===== src/rtl/line_xfer_master_if.sv =====
// AXI-style channel bundles used by line_xfer_master.
//   line_xfer_rd_if : AR (arvalid/arready/araddr/arlen) and R (rvalid/rready/rdata/rresp/rlast)
//   line_xfer_wr_if : AW (awvalid/awready/awaddr/awlen), W (wvalid/wready/wdata/wstrb/wlast)
//                     and B (bvalid/bready/bresp)
// Handshake rule on every channel: a transfer happens on the rising clk edge where
// valid && ready are both high. The master holds its payload stable while valid
// is high and ready is low.

interface line_xfer_rd_if #(
  parameter int ADDR_WIDTH = 32
) ();
  logic                  arvalid;
  logic                  arready;
  logic [ADDR_WIDTH-1:0] araddr;
  logic [7:0]            arlen;
  logic                  rvalid;
  logic                  rready;
  logic [31:0]           rdata;
  logic [1:0]            rresp;
  logic                  rlast;

  modport master (
    output arvalid, araddr, arlen, rready,
    input  arready, rvalid, rdata, rresp, rlast
  );

  modport slave (
    input  arvalid, araddr, arlen, rready,
    output arready, rvalid, rdata, rresp, rlast
  );
endinterface

interface line_xfer_wr_if #(
  parameter int ADDR_WIDTH = 32
) ();
  logic                  awvalid;
  logic                  awready;
  logic [ADDR_WIDTH-1:0] awaddr;
  logic [7:0]            awlen;
  logic                  wvalid;
  logic                  wready;
  logic [31:0]           wdata;
  logic [3:0]            wstrb;
  logic                  wlast;
  logic                  bvalid;
  logic                  bready;
  logic [1:0]            bresp;

  modport master (
    output awvalid, awaddr, awlen, wvalid, wdata, wstrb, wlast, bready,
    input  awready, wready, bvalid, bresp
  );

  modport slave (
    input  awvalid, awaddr, awlen, wvalid, wdata, wstrb, wlast, bready,
    output awready, wready, bvalid, bresp
  );
endinterface


===== src/rtl/line_xfer_master.sv =====
// line_xfer_master: moves one cache line per request over AXI-style burst
// channels. A fill issues an AR burst of LINE_BEATS beats and collects the R
// beats into a line buffer; a writeback issues an AW burst and streams the
// latched line out on W, then waits for B. Each request ends with a one-cycle
// resp_valid pulse carrying the fill data and an error flag.
//
// Ports
//   clk, rst         : clock, synchronous active-high reset
//   req_valid/ready  : request handshake (ready only in IDLE)
//   req_write        : 1 = writeback, 0 = fill
//   req_addr         : line address, bits [1:0] ignored
//   req_wdata        : writeback line, beat i at [i*32 +: 32]
//   resp_valid       : one-cycle completion pulse
//   resp_rdata       : last completed fill line (kept across writebacks)
//   resp_err         : transaction error flag, meaningful with resp_valid
//   axi_read_if      : AR/R master channels
//   axi_write_if     : AW/W/B master channels
//   perf_*_cnt       : 32-bit event counters, present only when the macro
//                      LINE_XFER_PERF_EN is defined
//   dbg_state        : current FSM state encoding
//
// Handshakes: every valid/ready pair transfers on a rising edge with both
// high; payloads are held stable from valid until that edge.

module line_xfer_master #(
  parameter int LINE_BEATS = 8,
  parameter int ADDR_WIDTH = 32
) (
  input  logic                       clk,
  input  logic                       rst,
  input  logic                       req_valid,
  output logic                       req_ready,
  input  logic                       req_write,
  input  logic [ADDR_WIDTH-1:0]      req_addr,
  input  logic [LINE_BEATS*32-1:0]   req_wdata,
  output logic                       resp_valid,
  output logic [LINE_BEATS*32-1:0]   resp_rdata,
  output logic                       resp_err,
  line_xfer_rd_if.master             axi_read_if,
  line_xfer_wr_if.master             axi_write_if,
`ifdef LINE_XFER_PERF_EN
  output logic [31:0]                perf_fill_cnt,
  output logic [31:0]                perf_wb_cnt,
  output logic [31:0]                perf_stall_cnt,
`endif
  output logic [2:0]                 dbg_state
);

  localparam int BW = (LINE_BEATS > 1) ? $clog2(LINE_BEATS) : 1;
  localparam logic [BW-1:0] LAST_BEAT = BW'(LINE_BEATS - 1);
  localparam logic [7:0]    BURST_LEN = 8'(LINE_BEATS - 1);
  localparam int LW = LINE_BEATS * 32;

  typedef enum logic [2:0] {
    S_IDLE = 3'd0,
    S_AR   = 3'd1,
    S_R    = 3'd2,
    S_AW   = 3'd3,
    S_W    = 3'd4,
    S_B    = 3'd5,
    S_RESP = 3'd6
  } state_t;

  state_t                  state_q, state_d;
  logic [BW-1:0]           beat_q, beat_d;
  // Set once the last in-range R beat is stored; later beats are dropped.
  logic                    full_q, full_d;
  logic [ADDR_WIDTH-1:2]   addr_q, addr_d;
  logic                    write_q, write_d;
  logic                    err_q, err_d;
  logic [LW-1:0]           line_buf_q, line_buf_d;
  logic [LW-1:0]           rdata_q, rdata_d;

  logic                    ar_valid, r_ready, aw_valid, w_valid, b_ready;
  logic [BW+4:0]           beat_off;

  logic                    unused_addr_bits;
  assign unused_addr_bits = ^req_addr[1:0];

  assign beat_off = {beat_q, 5'd0};

  // ---------------------------------------------------------------------------
  // State register
  // ---------------------------------------------------------------------------
  always_ff @(posedge clk) begin
    if (rst) begin
      state_q    <= S_IDLE;
      beat_q     <= '0;
      full_q     <= 1'b0;
      addr_q     <= '0;
      write_q    <= 1'b0;
      err_q      <= 1'b0;
      line_buf_q <= '0;
      rdata_q    <= '0;
    end else begin
      state_q    <= state_d;
      beat_q     <= beat_d;
      full_q     <= full_d;
      addr_q     <= addr_d;
      write_q    <= write_d;
      err_q      <= err_d;
      line_buf_q <= line_buf_d;
      rdata_q    <= rdata_d;
    end
  end

  // ---------------------------------------------------------------------------
  // Next state and channel controls
  // ---------------------------------------------------------------------------
  always_comb begin
    state_d    = state_q;
    beat_d     = beat_q;
    full_d     = full_q;
    addr_d     = addr_q;
    write_d    = write_q;
    err_d      = err_q;
    line_buf_d = line_buf_q;
    rdata_d    = rdata_q;
    req_ready  = 1'b0;
    resp_valid = 1'b0;
    ar_valid   = 1'b0;
    r_ready    = 1'b0;
    aw_valid   = 1'b0;
    w_valid    = 1'b0;
    b_ready    = 1'b0;

    case (state_q)
      S_IDLE: begin
        req_ready = 1'b1;
        if (req_valid) begin
          addr_d  = req_addr[ADDR_WIDTH-1:2];
          write_d = req_write;
          err_d   = 1'b0;
          beat_d  = '0;
          full_d  = 1'b0;
          if (req_write) begin
            line_buf_d = req_wdata;
            state_d    = S_AW;
          end else begin
            state_d    = S_AR;
          end
        end
      end

      S_AR: begin
        ar_valid = 1'b1;
        if (axi_read_if.arready) state_d = S_R;
      end

      S_R: begin
        r_ready = 1'b1;
        if (axi_read_if.rvalid) begin
          if (!full_q) begin
            line_buf_d[beat_off +: 32] = axi_read_if.rdata;
            if (beat_q == LAST_BEAT) full_d = 1'b1;
            else                     beat_d = beat_q + 1'b1;
          end
          // Any beat past the end of the line is an error, as is a burst
          // that terminates before the last beat.
          err_d = err_q | (axi_read_if.rresp != 2'b00) | full_q |
                  (axi_read_if.rlast & (beat_q != LAST_BEAT));
          if (axi_read_if.rlast) begin
            // Capture the merged buffer so resp_rdata is valid during RESP.
            rdata_d = line_buf_d;
            state_d = S_RESP;
          end
        end
      end

      S_AW: begin
        aw_valid = 1'b1;
        if (axi_write_if.awready) state_d = S_W;
      end

      S_W: begin
        w_valid = 1'b1;
        if (axi_write_if.wready) begin
          if (beat_q == LAST_BEAT) state_d = S_B;
          else                     beat_d  = beat_q + 1'b1;
        end
      end

      S_B: begin
        b_ready = 1'b1;
        if (axi_write_if.bvalid) begin
          err_d   = err_q | (axi_write_if.bresp != 2'b00);
          state_d = S_RESP;
        end
      end

      S_RESP: begin
        resp_valid = 1'b1;
        state_d    = S_IDLE;
      end

      default: state_d = S_IDLE;
    endcase
  end

  // ---------------------------------------------------------------------------
  // Outputs. Address/length come straight from latched registers so they stay
  // stable for the whole burst.
  // ---------------------------------------------------------------------------
  assign axi_read_if.arvalid  = ar_valid;
  assign axi_read_if.araddr   = {addr_q, 2'b00};
  assign axi_read_if.arlen    = BURST_LEN;
  assign axi_read_if.rready   = r_ready;

  assign axi_write_if.awvalid = aw_valid;
  assign axi_write_if.awaddr  = {addr_q, 2'b00};
  assign axi_write_if.awlen   = BURST_LEN;
  assign axi_write_if.wvalid  = w_valid;
  assign axi_write_if.wdata   = line_buf_q[beat_off +: 32];
  assign axi_write_if.wstrb   = 4'hF;
  assign axi_write_if.wlast   = (state_q == S_W) && (beat_q == LAST_BEAT);
  assign axi_write_if.bready  = b_ready;

  assign resp_rdata = rdata_q;
  assign resp_err   = (state_q == S_RESP) && err_q;
  assign dbg_state  = state_q;

`ifdef LINE_XFER_PERF_EN
  // ---------------------------------------------------------------------------
  // Performance counters
  // ---------------------------------------------------------------------------
  logic        stall;
  logic [31:0] fill_cnt_q, wb_cnt_q, stall_cnt_q;

  always_comb begin
    stall = 1'b0;
    case (state_q)
      S_AR:    stall = !axi_read_if.arready;
      S_R:     stall = !axi_read_if.rvalid;
      S_AW:    stall = !axi_write_if.awready;
      S_W:     stall = !axi_write_if.wready;
      S_B:     stall = !axi_write_if.bvalid;
      default: stall = 1'b0;
    endcase
  end

  always_ff @(posedge clk) begin
    if (rst) begin
      fill_cnt_q  <= '0;
      wb_cnt_q    <= '0;
      stall_cnt_q <= '0;
    end else begin
      if (state_q == S_RESP) begin
        if (write_q) wb_cnt_q   <= wb_cnt_q + 32'd1;
        else         fill_cnt_q <= fill_cnt_q + 32'd1;
      end
      if (stall) stall_cnt_q <= stall_cnt_q + 32'd1;
    end
  end

  assign perf_fill_cnt  = fill_cnt_q;
  assign perf_wb_cnt    = wb_cnt_q;
  assign perf_stall_cnt = stall_cnt_q;
`endif

endmodule


===== src/flat_wrapper.sv =====
// flat-port wrapper written by rule: the top's interface ports become plain ports
module line_xfer_master_flat 
#(
  parameter int LINE_BEATS = 8,
  parameter int ADDR_WIDTH = 32
)
  (clk, rst, req_valid, req_ready, req_write, req_addr, req_wdata, resp_valid, resp_rdata, resp_err, dbg_state, axi_read_if_arvalid, axi_read_if_araddr, axi_read_if_arlen, axi_read_if_rready, axi_read_if_arready, axi_read_if_rvalid, axi_read_if_rdata, axi_read_if_rresp, axi_read_if_rlast, axi_write_if_awvalid, axi_write_if_awaddr, axi_write_if_awlen, axi_write_if_wvalid, axi_write_if_wdata, axi_write_if_wstrb, axi_write_if_wlast, axi_write_if_bready, axi_write_if_awready, axi_write_if_wready, axi_write_if_bvalid, axi_write_if_bresp);
  line_xfer_rd_if #(.ADDR_WIDTH(ADDR_WIDTH)) axi_read_if_i ();
  line_xfer_wr_if #(.ADDR_WIDTH(ADDR_WIDTH)) axi_write_if_i ();
  input  logic clk;
  input  logic rst;
  input  logic req_valid;
  output logic req_ready;
  input  logic req_write;
  input  logic [ADDR_WIDTH-1:0] req_addr;
  input  logic [LINE_BEATS*32-1:0] req_wdata;
  output logic resp_valid;
  output logic [LINE_BEATS*32-1:0] resp_rdata;
  output logic resp_err;
  output logic [2:0] dbg_state;
  output wire logic [$bits(axi_read_if_i.arvalid)-1:0] axi_read_if_arvalid;
  output wire logic [$bits(axi_read_if_i.araddr)-1:0] axi_read_if_araddr;
  output wire logic [$bits(axi_read_if_i.arlen)-1:0] axi_read_if_arlen;
  output wire logic [$bits(axi_read_if_i.rready)-1:0] axi_read_if_rready;
  input wire logic [$bits(axi_read_if_i.arready)-1:0] axi_read_if_arready;
  input wire logic [$bits(axi_read_if_i.rvalid)-1:0] axi_read_if_rvalid;
  input wire logic [$bits(axi_read_if_i.rdata)-1:0] axi_read_if_rdata;
  input wire logic [$bits(axi_read_if_i.rresp)-1:0] axi_read_if_rresp;
  input wire logic [$bits(axi_read_if_i.rlast)-1:0] axi_read_if_rlast;
  output wire logic [$bits(axi_write_if_i.awvalid)-1:0] axi_write_if_awvalid;
  output wire logic [$bits(axi_write_if_i.awaddr)-1:0] axi_write_if_awaddr;
  output wire logic [$bits(axi_write_if_i.awlen)-1:0] axi_write_if_awlen;
  output wire logic [$bits(axi_write_if_i.wvalid)-1:0] axi_write_if_wvalid;
  output wire logic [$bits(axi_write_if_i.wdata)-1:0] axi_write_if_wdata;
  output wire logic [$bits(axi_write_if_i.wstrb)-1:0] axi_write_if_wstrb;
  output wire logic [$bits(axi_write_if_i.wlast)-1:0] axi_write_if_wlast;
  output wire logic [$bits(axi_write_if_i.bready)-1:0] axi_write_if_bready;
  input wire logic [$bits(axi_write_if_i.awready)-1:0] axi_write_if_awready;
  input wire logic [$bits(axi_write_if_i.wready)-1:0] axi_write_if_wready;
  input wire logic [$bits(axi_write_if_i.bvalid)-1:0] axi_write_if_bvalid;
  input wire logic [$bits(axi_write_if_i.bresp)-1:0] axi_write_if_bresp;
  assign axi_read_if_arvalid = axi_read_if_i.arvalid;
  assign axi_read_if_araddr = axi_read_if_i.araddr;
  assign axi_read_if_arlen = axi_read_if_i.arlen;
  assign axi_read_if_rready = axi_read_if_i.rready;
  assign axi_read_if_i.arready = axi_read_if_arready;
  assign axi_read_if_i.rvalid = axi_read_if_rvalid;
  assign axi_read_if_i.rdata = axi_read_if_rdata;
  assign axi_read_if_i.rresp = axi_read_if_rresp;
  assign axi_read_if_i.rlast = axi_read_if_rlast;
  assign axi_write_if_awvalid = axi_write_if_i.awvalid;
  assign axi_write_if_awaddr = axi_write_if_i.awaddr;
  assign axi_write_if_awlen = axi_write_if_i.awlen;
  assign axi_write_if_wvalid = axi_write_if_i.wvalid;
  assign axi_write_if_wdata = axi_write_if_i.wdata;
  assign axi_write_if_wstrb = axi_write_if_i.wstrb;
  assign axi_write_if_wlast = axi_write_if_i.wlast;
  assign axi_write_if_bready = axi_write_if_i.bready;
  assign axi_write_if_i.awready = axi_write_if_awready;
  assign axi_write_if_i.wready = axi_write_if_wready;
  assign axi_write_if_i.bvalid = axi_write_if_bvalid;
  assign axi_write_if_i.bresp = axi_write_if_bresp;
  line_xfer_master #(.LINE_BEATS(LINE_BEATS), .ADDR_WIDTH(ADDR_WIDTH)) u_core (.clk(clk), .rst(rst), .req_valid(req_valid), .req_ready(req_ready), .req_write(req_write), .req_addr(req_addr), .req_wdata(req_wdata), .resp_valid(resp_valid), .resp_rdata(resp_rdata), .resp_err(resp_err), .axi_read_if(axi_read_if_i), .axi_write_if(axi_write_if_i), .dbg_state(dbg_state));
endmodule

===== config.mk =====
export PLATFORM = sky130hd
export DESIGN_NAME = line_xfer_master_flat
export DESIGN_NICKNAME = d
export VERILOG_FILES = /design/src/rtl/line_xfer_master_if.sv /design/src/rtl/line_xfer_master.sv /design/src/flat_wrapper.sv
export SDC_FILE = /design/constraint.sdc
export NUM_CORES = 1
export LEC_CHECK = 0
export BUFFER_PORTS_ARGS = -buffer_cell sky130_fd_sc_hd__buf_2
export CAP_MARGIN = 20
export CORE_AREA = 2 2 283 285
export CTS_BUF_LIST = sky130_fd_sc_hd__clkbuf_2 sky130_fd_sc_hd__clkbuf_4 sky130_fd_sc_hd__clkbuf_8
export DETAILED_ROUTE_END_ITERATION = 8
export DIE_AREA = 0 0 285 287
export HOLD_SLACK_MARGIN = 0.06
export PLACE_DENSITY = 0.57
export SLEW_MARGIN = 10
export SYNTH_ARGS = -nofsm -noshare
export SYNTH_HDL_FRONTEND = slang
export SYNTH_SLANG_ARGS = --single-unit

===== constraint.sdc =====
create_clock -name clk -period 6 [get_ports clk]
set_clock_uncertainty 0.1 [all_clocks]
set_input_delay 1.2 -clock clk [delete_from_list [all_inputs] [get_ports clk]]
set_output_delay 1.2 -clock clk [all_outputs]
set_load 0.01 [all_outputs]

==> results by group, run 1 <==
Job
  • Max Cap Violations: 0

Timing
  • Final min period: 4710 ps
  • Worst-Margin Slew: 1140 ps
  • Unrepaired setup endpoints after global routing: no
  • Fin. Hold Viols: 0
  • Final setup violation count: 0
  • Setup TNS Final: 0 ps
  • Slew Viols, Final: 0
  • Final Hold Slack: 363 ps
  • Final worst slack: 1290 ps
  • Fmax achieved: 212 MHz
  • Crit share post-route: 0.786
  • Worst rel slew slack: 0.237

Power
  • Peak supply drop: 0.167 mV
  • Leak pwr: 0.0137 uW
  • PwrDens: 330 nW/um^2

Clock network
  • Clock buffer count from CTS: 101
  • Post-CTS setup buffer count: 0
  • # hold bufs at CTS: 0
  • CTS tree: yes
  • CTS root buffer: clkbuf_8
  • Worst-path clk slew: 60 ps
  • Clock buffer depth: 3
  • Clock sinks: 550
  • PostCTS Resize Cnt: 0
  • H-tree levels: 3
  • Worst skew pair latency: 750 ps

Worst hold path
  • Hold endpoint: u_core.addr_q[7]
  • Hold path depth: 2
  • Worst Hold Class: register to register
  • Worst Min Path Start: u_core.addr_q[7]

Yosys
  • Commonest register cell after synthesis: dfxtp_1
  • Most frequent cell after synthesis: dfxtp_1
  • Mapped cell area: 27300 um^2
  • Yosys warns: 0
  • Number of synthesized flops with an enable pin: 0
  • Post-synth top area cell: dfxtp_1
  • Post-synth ARST share: 0
  • Post-synthesis area per instance: 8.67 um^2
  • Seq/Total Area, Yosys: 0.403
  • Register bit total from synthesis: 550
  • Post-Syn Instances: 3156
  • Yosys top cell area share: 0.403
  • Synth top cells by count: dfxtp_1, nand2_1, a21oi_1, o21ai_0, mux2i_1
  • Largest cells by area after synthesis: dfxtp_1, mux2i_1, o211ai_1
  • Yosys cell types: 53

Detailed routing
  • ANT nets after route: 0
  • Vias per cell: 5.97
  • Highest routed layer: met5
  • DR WL met2: 66.3 mm
  • DRT Wirelength: 149 mm
  • Routed metal-1 wire length: 57.2 mm
  • DRC: 0
  • Routed len/inst: 31.2 um
  • Initial drt markers: 3548
  • DR WL met3: 15.3 mm
  • DR pass1 iterations: 6
  • Via count: 28400

Final layout
  • Fin area: 33000 um^2
  • Util after Layout: 0.419
  • Area growth syn-to-layout: 20.5%
  • Layout cell share with drive strength beyond 1: 0.269
  • Final nets: 3959

Setup path
  • Setup Crit Path Kind: register to output pin
  • Crit path max fanout: 50
  • Crit. End Element: output pin
  • Critical Path, Cell by Cell: buf_4 > mux4_2 > nand2_1 > nand2_1 > buf_2
  • CP max-delay cell: dfxtp_4
  • Worst reg2reg path startpoint: u_core.dbg_state[1]
  • Crit path top cell by count: nand2_1
  • Slowest stage delay, CP: 1010 ps
  • Data arrival, critical path: 3410 ps
  • Setup slack, reg-to-reg: 1910 ps
  • Startpoint types: register
  • Worst path required time: 4700 ps
  • R2R depth: 6
  • FF-to-FF End: u_core.resp_rdata[110]

Global routing
  • Antenna violations before repair: 50
  • Vias in the first global route: 26000
  • GR Overflow Total: 0
  • First-pass GRT wire length: 201 mm
  • Total GRT Usage: 0.346
  • Largest net degree at the start of global routing: 217

Placed design
  • Pre-CTS WS: 1900 ps
  • Final HPWL DP: 108 mm
  • Final GP Congestion: 0.963
  • Placed Area: 30800 um^2
  • IO Port Bufs: 691

Die
  • Area of the die: 81800 um^2
  • # rows: 103
  • Die Span Y: 287 um
  • Initial Util: 0.348
  • Area of the core: 78600 um^2
  • Die W: 285 um
  • I/O Pins: 718

Outcome
  • Status: finished clean
==> worst max path at each step <==
stage / from / end / slack (ps) / cells after the start
final: u_core.beat_q[0] / axi_write_if_wdata[16] / 1290 / 5
after global routing: u_core.beat_q[0] / axi_write_if_wdata[16] / 1040 / 5
after CTS: u_core.beat_q[0] / axi_write_if_wdata[16] / 1140 / 5
after detailed placement: u_core.beat_q[0] / axi_write_if_wdata[16] / 1900 / 5
after global placement: u_core.beat_q[0] / axi_write_if_wdata[16] / 1890 / 5
after floorplan: u_core.beat_q[1] / u_core.line_buf_q[251] / 2880 / 11
==> cells by family after synthesis <==
family / share of synthesized area
muxes: 0.137
AOI/OAI and AO/OA: 0.206
adders and majority gates: 0.00320
DFF: 0.403
buffers and inverters: 0.0753
other: 0.000275
and+or+nand+nor: 0.176
==> cells in the final DEF (no fill, tap or decap), types with 4 or more instances in the layout <==
cell | netlist | routed
mux4_2 | 64 | 64
nor2b_1 | 33 | 33
clkbuf_4 | 0 | 24
o21ai_1 | 100 | 100
o21ai_0 | 253 | 253
a21oi_1 | 257 | 257
buf_12 | 0 | 11
o2bb2ai_1 | 32 | 32
a32o_1 | 32 | 32
o211ai_1 | 193 | 193
conb_1 | 2 | 24
mux2i_1 | 229 | 229
buf_2 | 79 | 691
and2_1 | 131 | 131
buf_4 | 67 | 32
ha_1 | 7 | 7
inv_8 | 0 | 4
diode_2 | 0 | 33
inv_1 | 9 | 8
a31oi_1 | 64 | 64
nand4_1 | 193 | 193
clkbuf_8 | 0 | 125
dfxtp_1 | 550 | 548
nand2_1 | 298 | 298
nand3_1 | 195 | 193
clkinv_2 | 0 | 6
nor2_1 | 71 | 70
==> critical path: cells and delay by family, from the launching register on <==
| family | cells | cell delay, ps |
|---|---|---|
| flip-flops | 1 | 1010 |
| buffers and inverters | 2 | 790 |
| multiplexers | 1 | 650 |
| AND/OR/NAND/NOR | 2 | 260 |
==> report_power, final <==
group | leakage [uW] | total (uW) | switching, uW | internal (uW)
clock | 0.00111 | 3860 | 1750 | 2120
combinational | 0.00810 | 2530 | 1680 | 851
sequential | 0.00447 | 4480 | 460 | 4020
==> state kept, by name, summed over array words and instances (netlist names) <==
signal             flops
u_core.err_q           1
u_core.addr_q         30
u_core.line_buf_q    256
u_core.full_q          1
u_core.dbg_state       3
u_core.resp_rdata    256
u_core.beat_q          3
==> through the flow <==
stage	instances	power, uW
5_1_grt	4743	11300
6_report	4764	10900
3_3_place_gp	4563	6990
4_1_cts	4731	10800
2_1_floorplan	3178	5900
3_5_place_dp	4565	7010
==> cell type report <==
cell class / count / area, um^2
clock inverter: 17 / 200
timing repair buffer: 736 / 3950
antenna: 33 / 82.6
tap: 1050 / 1310
clock buffer: 149 / 1900
fill: 8059 / 45700
sequential: 550 / 11000
multi-input combinational: 2219 / 14500
inverter: 10 / 47.5
==> routing by layer <==
layer | track usage | vias to the layer above
met1 | 0.434 | 13700
met3 | 0.0817 | 400
met2 | 0.537 | 1747
met5 | 0 | -
met4 | 0.216 | 24
li1 | - | 12600
No activity file was read; power rests on OpenSTA's default activity.
==> run 2, diff against run 1 <==
Settings changed: ABC_AREA set to 1, CORE_AREA 2 2 283 285 to 2 2 300 302, DIE_AREA 0 0 285 287 to 0 0 302 304, PLACE_DENSITY 0.57 to 0.58.
Clock period 6 ns to 4 ns, I/O delays scaled along.
==> run 2 against run 1 <==
Total power rose to 2.9 times the previous value. Flip-flop and latch count unchanged. First-iteration DRC count up 17%. Hold slack worse by 130 ps. Wire length up 8.7%. Cell area up 12%. Highest routed layer unchanged.
==> results by group, run 2 <==
Yosys
  • Post-synth top area cell: dfxtp_1
  • Post-synthesis area per instance: 6.37 um^2
  • Synthesized-area fraction occupied by adder cells: 0.00285
  • Seq/Total Area, Yosys: 0.359
  • Largest family of logic cells by synthesized area: compound AO/OA/AOI/OAI gates
  • Mapped cell area: 30700 um^2
  • Yosys cell types: 26
  • Commonest register cell after synthesis: dfxtp_1
  • Post-synthesis mux area share: 0
  • Synth Area in Compound Gates: 0.253
  • Largest cells by area after synthesis: dfxtp_1, o21ai_0, nand2_1
  • Most frequent cell after synthesis: nand2_1
  • Register bit total from synthesis: 550
  • Post-synth ARST share: 0
  • Number of synthesized flops with an enable pin: 0
  • Simple-Gate Fraction of Synth Area: 0.242
  • Xor/xnor share of the synthesized area: 0
  • Post-Syn Instances: 4816
  • Synth top cells by count: nand2_1, o21ai_0, inv_1, nor2_1, dfxtp_1
  • Yosys top cell area share: 0.359
  • Yosys warns: 0

Detailed routing
  • Vias per cell: 5.39
  • Via count: 35300
  • ANT nets after route: 0
  • Routed len/inst: 24.6 um
  • DR pass1 iterations: 6
  • DRT Wirelength: 161 mm
  • DRC: 0
  • Initial drt markers: 4137

Die
  • Die Span Y: 304 um
  • I/O Pins: 718
  • # rows: 110
  • Die W: 302 um
  • Initial Util: 0.345
  • Area of the die: 91800 um^2
  • Area of the core: 89000 um^2

Final layout
  • Layout cell share with drive strength beyond 1: 0.185
  • Commonest non-fill, non-tap cell in the layout: buf_2
  • Commonest non-fill, non-tap cells in the layout: buf_2, nand2_1, o21ai_0, inv_1, nor2_1
  • Fin area: 37000 um^2
  • Util after Layout: 0.416
  • Final Instance Count excl. Fillers: 6546
  • Area growth syn-to-layout: 20.7%
  • Final nets: 5620
  • Filler cells: 9786

Setup path
  • Setup Crit Path Kind: register to output pin
  • Crit. End Element: output pin
  • FF-to-FF End: u_core.line_buf_q[51]
  • Worst reg2reg path startpoint: u_core.beat_q[0]
  • Startpoint types: register
  • Setup slack, reg-to-reg: 680 ps
  • R2R depth: 10
  • Data arrival, critical path: 3000 ps
  • Worst path required time: 3100 ps
  • Crit path max fanout: 101

Clock network
  • PostCTS Resize Cnt: 0
  • CTS tree: yes
  • Post-CTS setup buffer count: 0
  • Worst-path clk slew: 70 ps
  • CTS root buffer: clkbuf_8
  • H-tree levels: 3
  • Clock sinks: 550
  • # hold bufs at CTS: 0
  • Worst skew pair latency: 730 ps
  • Clock buffer count from CTS: 102
  • Clock buffer depth: 3

Timing
  • Final min period: 3900 ps
  • Unrepaired setup endpoints after global routing: no
  • Fin. Hold Viols: 0
  • Final Hold Slack: 231 ps
  • Worst rel slew slack: 0.286
  • Final setup violation count: 0
  • Setup TNS Final: 0 ps
  • Crit share post-route: 0.974
  • Worst-Margin Slew: 1070 ps
  • Fmax achieved: 257 MHz
  • Slew Viols, Final: 0

Global routing
  • First-pass GRT wire length: 223 mm
  • Antenna violations before repair: 19
  • Met2 usage: 0.517
  • Total GRT Usage: 0.334
  • Routing usage on met1: 0.422
  • GR peak layer: met2
  • GR Overflow Total: 0
  • Vias in the first global route: 31900
  • Met3 Resource Use GR: 0.0722
  • Largest net degree at the start of global routing: 169

Job
  • Max Cap Violations: 0

Power
  • Comb power frac: 0.535
  • Seq pwr share: 0.268
  • Leak pwr: 0.0188 uW
  • Int Power: 15100 uW
  • PwrDens: 841 nW/um^2
  • Clock power share: 0.196
  • Psw: 16000 uW
  • Peak supply drop: 0.697 mV
  • Sw Ratio: 0.515

Worst hold path
  • Worst Hold Class: primary input to register
  • Hold endpoint: u_core.addr_q[15]
  • Worst Min Path Start: req_addr[15]
  • Hold path depth: 3

Placed design
  • Placed Cells incl. Taps: 6351
  • Placed Area: 34700 um^2
  • Final GP Congestion: 0.974
  • Final HPWL DP: 123 mm
  • IO Port Bufs: 691

Outcome
  • Status: finished clean
## run 2: cells by family (layout without fill, tap and decap cells)
| kind of cell | after synthesis | after routing |
|---|---|---|
| and+or+nand+nor | 1740 | 1740 |
| AOI/OAI and AO/OA | 1426 | 1426 |
| DFF | 550 | 550 |
| buffers and inverters | 1091 | 1614 |
| other | 2 | 33 |
| adders and majority gates | 7 | 7 |
## run 2: worst max-delay path by stage
| stage | startpoint | cells past startpoint | end | slack [ps] |
|---|---|---|---|---|
| global route | u_core.beat_q[0] | 7 | axi_write_if_wdata[2] | 110 |
| detailed placement | u_core.beat_q[0] | 10 | u_core.line_buf_q[51] | 810 |
| global placement | u_core.beat_q[0] | 10 | u_core.line_buf_q[51] | 880 |
| floorplan | u_core.beat_q[0] | 14 | u_core.resp_rdata[22] | 980 |
| CTS | u_core.beat_q[0] | 7 | axi_write_if_wdata[12] | 200 |
| finish | u_core.beat_q[0] | 7 | axi_write_if_wdata[12] | 100 |
## run 2: worst max-delay path, stage by stage (launching register included)
cell	delay, ps
dfxtp_2	350
inv_8	410
buf_4	300
a21oi_1	80
o21ai_0	180
nand3_1	410
o21a_1	300
buf_2	170
## run 2: cell type report
class	count	area (um^2)	share of cell area
Antenna cell	9	22.5	0.000608
Sequential cell	550	11000	0.297
Inverter	650	2460	0.0666
Timing Repair Buffer	778	4410	0.119
Clock buffer	171	2090	0.0565
Clock inverter	15	178	0.00480
Tap cell	1176	1470	0.0397
Multi-Input combinational cell	3197	15400	0.415
## run 2: power by group through the flow
stage / sequential (uW) / clock (uW) / combinational, uW
floorplan: 8070 / 0 / 9720
global placement: 8350 / 0 / 16200
detailed placement: 8380 / 0 / 16300
CTS: 8280 / 6160 / 16300
global route: 8470 / 6410 / 17800
finish: 8350 / 6120 / 16700
## run 2: layer usage
metal / wire [um] / vias up / share of wire
li1: - / 16500 / -
met1: 64100 / 16600 / 0.40
met2: 71100 / 1877 / 0.44
met3: 15000 / 381 / 0.093
met4: 11000 / 20 / 0.068
met5: 152 / - / 0.00094
## run 2: stage by stage
step | setup WS [ps] | total power, uW
CTS | 197 | 30800
detailed placement | 807 | 24600
global placement | 879 | 24500
finish | 103 | 31200
floorplan | 979 | 17800
global route | 111 | 32700
